[src/rtl/baseline_pkg.sv]
// baseline_pkg: shared helper and default sizing for the baseline tracker.
// Holds the ceil-log2 helper used for width derivation, the default
// parameter values and the accumulator widths they imply.
package baseline_pkg;

    // Ceiling log2; returns 0 for n <= 1 so a length-1 window adds no bits.
    function automatic int clog2(input int n);
        int r;
        int v;
        r = 0;
        v = n - 1;
        while (v > 0) begin
            r = r + 1;
            v = v >> 1;
        end
        return r;
    endfunction

    localparam int DEF_IN_W      = 25;
    localparam int DEF_N0        = 5;
    localparam int DEF_N1        = 6;
    localparam int DEF_DEPTH     = 8;
    localparam int DEF_BASE_SEGS = 4;
    localparam int DEF_SHIFT     = 8;

    localparam int BLK_W = DEF_IN_W + clog2(DEF_N0);
    localparam int SEG_W = BLK_W + clog2(DEF_N1);
    localparam int SUM_W = SEG_W + clog2(DEF_BASE_SEGS);

endpackage

[src/rtl/window_accum.sv]
// window_accum: counts N accepted inputs and sums them.
// The completed sum and done pulse are combinational on the N-th accept,
// so a following stage can take the sum on that same edge. With N = 1 the
// stage reduces to a sign-extending pass-through.
module window_accum
    import baseline_pkg::*;
#(
    parameter int IN_W  = 25,
    parameter int ACC_W = 28,
    parameter int N     = 5
) (
    input  logic                    clk,
    input  logic                    rst,
    input  logic                    i_accept,
    input  logic signed [IN_W-1:0]  i_data,
    output logic signed [ACC_W-1:0] o_sum,
    output logic                    o_done
);

    localparam int CNT_W = (N > 1) ? clog2(N) : 1;

    logic [CNT_W-1:0]        r_cnt;
    logic signed [ACC_W-1:0] r_acc;
    logic signed [ACC_W-1:0] w_ext;
    logic                    w_last;

    assign w_ext  = ACC_W'(i_data);
    assign w_last = (r_cnt == CNT_W'(N - 1));
    assign o_sum  = r_acc + w_ext;
    assign o_done = i_accept && w_last;

    // Advance the window on each accept; the last accept reloads to empty.
    always_ff @(posedge clk) begin
        if (rst) begin
            r_cnt <= '0;
            r_acc <= '0;
        end else if (i_accept) begin
            if (w_last) begin
                r_cnt <= '0;
                r_acc <= '0;
            end else begin
                r_cnt <= r_cnt + CNT_W'(1);
                r_acc <= o_sum;
            end
        end
    end

endmodule

[src/rtl/baseline_tracker.sv]
// baseline_tracker: decimates a signed feature stream into block sums and
// segment sums, keeps the last DEPTH segment sums in a ring, and once the
// ring is full emits the sum of the oldest BASE_SEGS segments, arithmetically
// shifted right by SHIFT, one cycle after each completed segment.
// Optional build macro: BASELINE_FREEZE_EN adds i_freeze, which discards
// completing segments so the baseline stops adapting during events.
module baseline_tracker
    import baseline_pkg::*;
#(
    parameter int IN_W      = DEF_IN_W,
    parameter int N0        = DEF_N0,
    parameter int N1        = DEF_N1,
    parameter int DEPTH     = DEF_DEPTH,
    parameter int BASE_SEGS = DEF_BASE_SEGS,
    parameter int SHIFT     = DEF_SHIFT
) (
    input  logic                   clk,
    input  logic                   rst,
    input  logic                   i_en,
    input  logic signed [IN_W-1:0] i_din,
    input  logic                   i_din_valid,
`ifdef BASELINE_FREEZE_EN
    input  logic                   i_freeze,
`endif
    output logic signed [IN_W+clog2(N0)+clog2(N1)+clog2(BASE_SEGS)-1:0] o_dout,
    output logic                   o_dout_valid,
    output logic                   o_hist_full
);

    localparam int STG0_W = IN_W + clog2(N0);
    localparam int STG1_W = STG0_W + clog2(N1);
    localparam int OUT_W  = STG1_W + clog2(BASE_SEGS);
    localparam int PTR_W  = clog2(DEPTH);
    localparam int FILL_W = clog2(DEPTH + 1);

    logic                     w_accept;
    logic signed [STG0_W-1:0] w_blk_sum;
    logic                     w_blk_done;
    logic signed [STG1_W-1:0] w_seg_sum;
    logic                     w_seg_done;
    logic                     w_write;
    logic [PTR_W-1:0]         w_ptr_next;
    logic [FILL_W-1:0]        w_fill_next;
    logic signed [OUT_W-1:0]  w_base_sum;

    logic signed [STG1_W-1:0] r_ring [DEPTH];
    logic [PTR_W-1:0]         r_wr_ptr;
    logic [FILL_W-1:0]        r_fill;
    logic                     r_full;
    logic                     r_pend;
    logic signed [OUT_W-1:0]  r_dout;
    logic                     r_dout_valid;

    assign w_accept = i_en && i_din_valid;

    window_accum #(
        .IN_W  (IN_W),
        .ACC_W (STG0_W),
        .N     (N0)
    ) u_stage0 (
        .clk      (clk),
        .rst      (rst),
        .i_accept (w_accept),
        .i_data   (i_din),
        .o_sum    (w_blk_sum),
        .o_done   (w_blk_done)
    );

    window_accum #(
        .IN_W  (STG0_W),
        .ACC_W (STG1_W),
        .N     (N1)
    ) u_stage1 (
        .clk      (clk),
        .rst      (rst),
        .i_accept (w_blk_done),
        .i_data   (w_blk_sum),
        .o_sum    (w_seg_sum),
        .o_done   (w_seg_done)
    );

`ifdef BASELINE_FREEZE_EN
    assign w_write = w_seg_done && !i_freeze;
`else
    assign w_write = w_seg_done;
`endif

    assign w_ptr_next  = (r_wr_ptr == PTR_W'(DEPTH - 1)) ? '0 : r_wr_ptr + PTR_W'(1);
    assign w_fill_next = (r_fill == FILL_W'(DEPTH)) ? r_fill : r_fill + FILL_W'(1);

    // Store each completed segment sum at the write pointer.
    always_ff @(posedge clk) begin
        if (!rst && w_write) begin
            r_ring[r_wr_ptr] <= w_seg_sum;
        end
    end

    // Pointer, fill level and the request for an output update next cycle.
    always_ff @(posedge clk) begin
        if (rst) begin
            r_wr_ptr <= '0;
            r_fill   <= '0;
            r_full   <= 1'b0;
            r_pend   <= 1'b0;
        end else begin
            r_pend <= w_write;
            if (w_write) begin
                r_wr_ptr <= w_ptr_next;
                r_fill   <= w_fill_next;
                r_full   <= (w_fill_next == FILL_W'(DEPTH));
            end
        end
    end

    // Oldest BASE_SEGS entries start at the write pointer and run forward.
    always_comb begin
        w_base_sum = '0;
        for (int i = 0; i < BASE_SEGS; i++) begin
            w_base_sum = w_base_sum
                       + OUT_W'(r_ring[PTR_W'((int'(r_wr_ptr) + i) % DEPTH)]);
        end
    end

    // Publish the shifted baseline one cycle after a write into a full ring.
    always_ff @(posedge clk) begin
        if (rst) begin
            r_dout       <= '0;
            r_dout_valid <= 1'b0;
        end else begin
            r_dout_valid <= r_pend && r_full;
            if (r_pend && r_full) begin
                r_dout <= w_base_sum >>> SHIFT;
            end
        end
    end

    assign o_dout       = r_dout;
    assign o_dout_valid = r_dout_valid;
    assign o_hist_full  = r_full;

endmodule

[config.mk]
export PLATFORM = sky130hd
export DESIGN_NAME = baseline_tracker
export DESIGN_NICKNAME = d
export VERILOG_FILES = /design/src/rtl/baseline_pkg.sv /design/src/rtl/window_accum.sv /design/src/rtl/baseline_tracker.sv
export SDC_FILE = /design/constraint.sdc
export NUM_CORES = 1
export LEC_CHECK = 0
export CAP_MARGIN = 5
export CELL_PAD_IN_SITES_DETAIL_PLACEMENT = 0
export CELL_PAD_IN_SITES_GLOBAL_PLACEMENT = 1
export CORE_MARGIN = 1.5
export CORE_UTILIZATION = 57
export DETAILED_ROUTE_END_ITERATION = 10
export GPL_TIMING_DRIVEN = 0
export PLACE_DENSITY_LB_ADDON = 0.1
export SYNTH_ARGS = -nofsm -noshare
export SYNTH_HDL_FRONTEND = slang
export SYNTH_SLANG_ARGS = --single-unit
[constraint.sdc]
create_clock -name clk -period 16.6 [get_ports clk]
set_clock_uncertainty 0.05 [all_clocks]
set_input_delay 2.49 -clock clk [delete_from_list [all_inputs] [get_ports clk]]
set_output_delay 2.49 -clock clk [all_outputs]
set_load 0.1 [all_outputs]
==> metrics, run 1 <==
clock-pin slew on the worst setup and hold paths=around 60 ps; slack of the worst reg-to-reg path=about 8200 ps; cell type contributing the most total cell area after synthesis=edfxtp_1; final worst hold slack=around 400 ps; share of the cycle needed by the critical path after routing=0.528; Detailed Route Iter0 Violations=about 1500; crit path setup slack, layout=roughly 7800 ps; number of nets still failing antenna checks after routing=0; number of gates given a new drive strength after cts=0; final setup violation count=0; Final Max Tran Viols=0; critical path data arrival time=just under 9000 ps; area taken by flip-flops and latches=~0.0095 mm^2; Tot Pwr=~2.1 mW; overall global routing resource usage=0.321; number of standard-cell rows in the floorplan=74; post-synthesis share of cell area spent on xor and xnor gates=0.0289; number of global-route vias before repair=roughly 16000; number of cells produced by synthesis=between 1500 and 2000; most used flip-flop cell after synthesis=edfxtp_1; count of input and output buffers=a little over 60; initial antenna violation count=2; main combinational cell family by area after synthesis=multiplexers; maximum fanout along the worst path=8; proportion of power drawn by flip-flops and latches=0.472; Crit path required time=16780 ps; average instance area after synthesis=approximately 13 um^2; area of the multi-input gates=between 0.01 and 0.015 mm^2; Setup crit start kind=input pin; routed length per instance=27.1 um; TritonCTS clock tree=built; part of the power in combinational logic=0.092; count of max-cap constraint violations=0; via count=between 15000 and 20000; Net Sw Frac=0.243; number of distinct library cells after synthesis=67; Setup Fix Bufs, Post-CTS=0; highest achievable clock rate=114 MHz; net count reported at finish=2093; Total Die Area=between 0.04 and 0.05 mm^2; deepest level of the CTS H-tree=2; most used cells in the layout excluding fill and tap cells=edfxtp_1 (248), mux4_2 (204), mux2i_1 (125), a21oi_1 (106), dfxtp_1 (103); I/O pin cnt=64; total leakage power=9.11 nW; Final HPWL DP=approximately 48 mm; Final GP Congestion=about 0.87; post-synthesis instance area=roughly 0.024 mm^2; cell-internal power=between 1.5 and 2 mW; final hold violation count=0; net count of the mapped netlist=slightly below 2000; number of enable flip-flop cells after synthesis=roughly 250; power density over the cells=just under 80 mW/mm^2; cell chosen for the clock root=clkbuf_16; Die W=just over 200 um; share of flip-flops with an asynchronous set or reset after synthesis=0; number of standard cells in the layout, taps in and fillers out=between 2000 and 2500; proportion of synthesized chip area in sequential cells=0.404; area of the core=0.0408 mm^2; Synth Area in Compound Gates=0.0974; area growth from synthesis to layout=12.0%; Pre-Repair DR Iteration Count=6; Routed Wire Length=around 67 mm; cts bufs inserted=39; outcome=completed; number of storage elements in the synthesis netlist=~350; actual transition at the worst max-transition pin=about 1300 ps; leading cell type in the layout, fill and taps excluded=edfxtp_1; Setup Slack @ Placement=about 7400 ps; largest net degree at the start of global routing=27; portion of synthesized cell area occupied by the leading cell type=0.316; total congestion overflow=0; setup tns final=0 ps; Via-to-Cell Ratio=6.72; Synth Area in Adders=0.109; first-pass GRT wire length=98.9 mm; RSZ-0062 raised after global routing=false; warnings from Yosys=0; reported net switching power=about 0.50 mW; number of hold buffers added after cts=0; multiplexer share of the synthesized area=0.270; final period demand of the worst path=around 8800 ps; effective utilization at floorplan=0.576; worst min-delay path category=reg -> reg; post-synthesis share of cell area spent on and, or, nand and nor gates=0.0587; share of post-route cells with drive strength above 1=0.180; clock network fraction of design power=0.436; top post-synthesis cells by area=edfxtp_1 (32%), mux4_2 (20%), dfxtp_1 (8.8%); post-route DRC violation count=0; Critical Path Sink Type=flop; total number of clock tree sinks=between 300 and 400; y dimension of the die=206 um; tightest slew margin relative to the limit=0.162; number of filler instances in the final layout=between 3000 and 4000; Worst Path Class, Setup=in -> reg; worst-skew pair later-pin latency=560 ps; maximum ir drop on the vdd rail=~0.065 mV; Inst Count DP=between 2000 and 2500; maximum buffer depth of the clock tree=3
-- registers in the layout, summed over array words and instances, names as in the netlist, 3 cells and up, named ones only --
signal	cells
r_ring	248
r_wr_ptr	3
u_stage0.r_cnt	3
o_dout	25
r_fill	4
u_stage0.r_acc	28
u_stage1.r_cnt	3
u_stage1.r_acc	31
-- power groups by stage --
| stage | Sequential, mW | Clock [mW] | Combinational (mW) |
|---|---|---|---|
| 3_5_place_dp | 0.993 | 0 | 0.187 |
| 5_1_grt | 0.975 | 0.942 | 0.210 |
| 3_3_place_gp | 0.993 | 0 | 0.182 |
| 6_report | 0.975 | 0.901 | 0.191 |
| 2_1_floorplan | 0.992 | 0 | 0.128 |
| 4_1_cts | 0.974 | 0.912 | 0.188 |
-- routing by layer --
layer	global-route usage	part of all wire	up-vias
li1	-	-	7242
met1	0.403	0.38	8246
met2	0.522	0.48	882
met3	0.0801	0.10	162
met4	0.154	0.045	0
met5	0	0	-
-- synth_stat cells, types with 21 or more instances --
master    instances
buf_1            26
xnor2_1          44
fa_1             64
nor3_1           21
nand3_1          32
edfxtp_1        248
nand4_1          21
o21ai_0          37
mux2i_1         125
a21oi_1         106
clkbuf_1         79
mux4_2          204
ha_1            102
inv_1            77
xor2_1           31
nand2_1          75
nor2_1           77
mux2_2           45
a22o_1           32
dfxtp_1         103
a21o_1           47
-- stage by stage --
stage                util  area [um^2]
global placement    0.608        24800
detailed placement  0.612        25000
global route        0.646        26400
floorplan               -        23500
finish              0.646        26400
CTS                 0.645        26300
-- path summary, 6_finish.rpt --
check / from / to / cells after the start
max: i_din[0] / r_ring[4][29] / 22
min: o_dout[2] / o_dout[2] / 2
max reg2reg: r_wr_ptr[1] / o_dout[23] / 21
min reg2reg: o_dout[2] / o_dout[2] / 2
-- cells by family (layout without fill, tap and decap cells) --
logic type,count (synthesis),in the layout
multiplexers,374,374
flip-flops,351,351
AO/OA/AOI/OAI,339,339
AND/OR/NAND/NOR,286,286
buffers and inverters,193,336
adder cells (fa/ha/maj),166,166
XOR/XNOR,76,76
other,0,1
-- cell type report --
type / count / share of cell area
clock buffers: 51 / 0.0419
inverters: 78 / 0.0111
multi-input cells: 1241 / 0.504
repair buffers: 72 / 0.0308
flip-flops and latches: 351 / 0.361
diodes: 1 / 0.0000949
plain buffers: 115 / 0.0178
well taps: 532 / 0.0253
clock inverters: 20 / 0.00873
-- critical path, cell delays in order --
cell and delay (ps):
clkdlybuf4s50_1 440, ha_1 260, fa_1 420, a21o_1 180
a21oi_1 210, o21bai_1 80, a21oi_1 370, o31a_1 400
o2111ai_1 220, a21oi_1 410, o21ai_0 250, xor2_1 190
ha_1 430, and3_1 190, clkbuf_1 260, and3_1 240
o21ai_0 90, a311oi_1 530, a211o_1 250, a211o_1 170
a21oi_1 90, xnor2_1 760
Note: power is estimated with default switching activity, not from simulation.
==> run 2: changes to the inputs <==
- CORE_UTILIZATION: 57 -> 48
- clock period: 16.6 -> 7.2 ns (I/O delays scaled with it)
==> metrics, run 2 (synthesis results as in run 1) <==
outcome=completed (unchanged); I/O pin cnt=64 (unchanged); clock-pin slew on the worst setup and hold paths=60 ps (about the same); Detailed Route Iter0 Violations=1689 (was 1487); deepest level of the CTS H-tree=2 (unchanged); routed length per instance=26.7 um (was 27.1 um); number of standard-cell rows in the floorplan=80 (was 74); TritonCTS clock tree=built (unchanged); cell-internal power=3.60 mW (was 1.57 mW); maximum buffer depth of the clock tree=3 (unchanged); power density over the cells=180 mW/mm^2 (was 78.4 mW/mm^2); area of the core=0.0480 mm^2 (was 0.0408 mm^2); leading cell type in the layout, fill and taps excluded=edfxtp_1 (unchanged); area growth from synthesis to layout=12.7% (was 12.0%); overall global routing resource usage=0.274 (was 0.321); Setup crit start kind=flop (was input pin); reported net switching power=1.18 mW (was 0.501 mW); share of the cycle needed by the critical path after routing=0.966; total number of clock tree sinks=351 (unchanged); maximum fanout along the worst path=10 (was 8); net count reported at finish=2092 (was 2093); max reg flops=248 (unchanged); cell type group with the largest total delay on the critical path=buffers and inverters (was compound AO/OA/AOI/OAI gates); Final Max Tran Viols=0 (unchanged); initial antenna violation count=0 (was 2); register with the most flip-flops=r_ring (unchanged); number of buffers and inverters on the critical path=7 (was 2); largest net degree at the start of global routing=27 (unchanged); final worst hold slack=400 ps (was 401 ps); number of global-route vias before repair=16500 (was 16400); clock network fraction of design power=0.437 (was 0.436); slack of the worst reg-to-reg path=240 ps (was 8180 ps); CP cell instances=clkbuf_2, clkbuf_2, inv_1, ha_1, buf_2, clkbuf_4, buf_2, mux4_2, fa_1, fa_1, inv_1, ha_1, and4_1, and2_1, a221o_1, o21bai_1, nand4_1, and3_4, a211oi_4, nor4_1, a311o_1 (was clkdlybuf4s50_1, ha_1, fa_1, a21o_1, a21oi_1, o21bai_1, a21oi_1, o31a_1, o2111ai_1, a21oi_1, o21ai_0, xor2_1, ha_1, and3_1, clkbuf_1, and3_1, o21ai_0, a311oi_1, a211o_1, a211o_1, a21oi_1, xnor2_1); cell with the biggest individual delay on the critical path=fa_1 (was xnor2_1); final instance area=0.0265 mm^2 (was 0.0264 mm^2); Final GP Congestion=0.918 (was 0.869); Total Die Area=0.0504 mm^2 (was 0.0425 mm^2); via count=16400 (was 16500); Die W=224 um (was 206 um); effective utilization at floorplan=0.490 (was 0.576); slowest stage delay, CP=620 ps (was 760 ps); first-pass GRT wire length=102 mm (was 98.9 mm); actual transition at the worst max-transition pin=1320 ps (was 1260 ps); antenna cell count=0 (was 1); Routed Wire Length=68.0 mm (was 66.8 mm); registers with the highest flip-flop counts=r_ring: 248 flops, u_stage1.r_acc: 31 flops, u_stage0.r_acc: 28 flops (unchanged); worst min-delay path category=reg -> reg (unchanged); count of max-cap constraint violations=0 (unchanged); Final HPWL DP=49.4 mm (was 48.0 mm); Worst Path Class, Setup=reg -> reg (was in -> reg); number of nets still failing antenna checks after routing=0 (unchanged); Via-to-Cell Ratio=6.46 (was 6.72); worst-skew pair later-pin latency=560 ps (about the same); share of the core filled with cells=0.552 (was 0.646); total leakage power=9.19 nW (was 9.11 nW); Crit path required time=7590 ps (was 16780 ps); count of input and output buffers=62 (unchanged); number of hold buffers added after cts=0 (unchanged); proportion of power drawn by flip-flops and latches=0.470 (was 0.472); most used cells in the layout excluding fill and tap cells=edfxtp_1 (248), mux4_2 (204), mux2i_1 (125), a21oi_1 (105), dfxtp_1 (103) (was edfxtp_1 (248), mux4_2 (204), mux2i_1 (125), a21oi_1 (106), dfxtp_1 (103)); Critical Path Sink Type=flop (unchanged); highest achievable clock rate=about 140 MHz; cts bufs inserted=40 (was 39); cell chosen for the clock root=clkbuf_16 (unchanged); final hold violation count=0 (unchanged); Net Sw Frac=0.247 (was 0.243); total congestion overflow=0 (unchanged); y dimension of the die=224 um (was 206 um); final setup violation count=0 (unchanged); RSZ-0062 raised after global routing=false (unchanged); part of the power in combinational logic=0.093 (was 0.092); critical path data arrival time=7350 ps (was 8940 ps); Pre-Repair DR Iteration Count=5 (was 6); setup tns final=0 ps (unchanged); maximum ir drop on the vdd rail=0.164 mV (was 0.0646 mV); tightest slew margin relative to the limit=0.119 (was 0.162); final period demand of the worst path=between 6000 and 7000 ps; Setup Fix Bufs, Post-CTS=0 (unchanged); share of post-route cells with drive strength above 1=0.189 (was 0.180); cell area after placement=0.0251 mm^2 (was 0.0250 mm^2); post-route DRC violation count=0 (unchanged)
[run 2: timing repair]
item | CTS | global route
setup endpoints to repair | 32 | 55
resized for setup | 9 | 17
pin swaps | 0 | 0
[run 2: stage by stage]
step,instances,worst slack (ps),power [mW]
2_1_floorplan,1785,1100,2.58
3_3_place_gp,2462,-1010,2.71
3_5_place_dp,2471,-1090,2.72
4_1_cts,2542,48.8,4.81
5_1_grt,2542,6.70,4.94
6_report,2542,242,4.78
[run 2: area by class of cell]
cell class              instances  area, um^2
multi-input cells            1241       13300
well taps                     615         769
flip-flops and latches        351        9510
fillers                      3983       21500
clock buffers                  55        1200
inverters                      78         293
repair buffers                 71         796
clock inverters                17         155
plain buffers                 114         488
[run 2: worst paths after layout]
check	endpoint	depth (start not counted)	start
setup / recovery	o_dout[23]	21	r_wr_ptr[1]
hold / removal	o_dout[16]	2	o_dout[16]
setup reg to reg	o_dout[23]	21	r_wr_ptr[1]
hold reg to reg	o_dout[16]	2	o_dout[16]
[run 2: routing by layer]
layer	global-route usage	wire length, um	vias up
li1	-	-	7259
met1	0.371	28100	8340
met2	0.463	33300	694
met3	0.0389	4670	126
met4	0.0786	1880	0
met5	0	0	-
[run 2: power groups by stage]
stage                     clock [mW]  combinational, mW  sequential, mW
after global routing            2.20              0.494            2.25
after floorplan                    0              0.296            2.29
after detailed placement           0              0.435            2.29
after CTS                       2.12              0.438            2.25
after global placement             0              0.424            2.29
final                           2.09              0.445            2.25
[run 2: worst register-to-register path, delay by kind of cell (launching register included)]
family	cells	cell delay (ps)
multiplexers	1	370
flip-flops	1	400
adder cells (fa/ha/maj)	4	1800
buffers and inverters	7	2120
AND/OR/NAND/NOR	5	900
AO/OA/AOI/OAI	4	1210
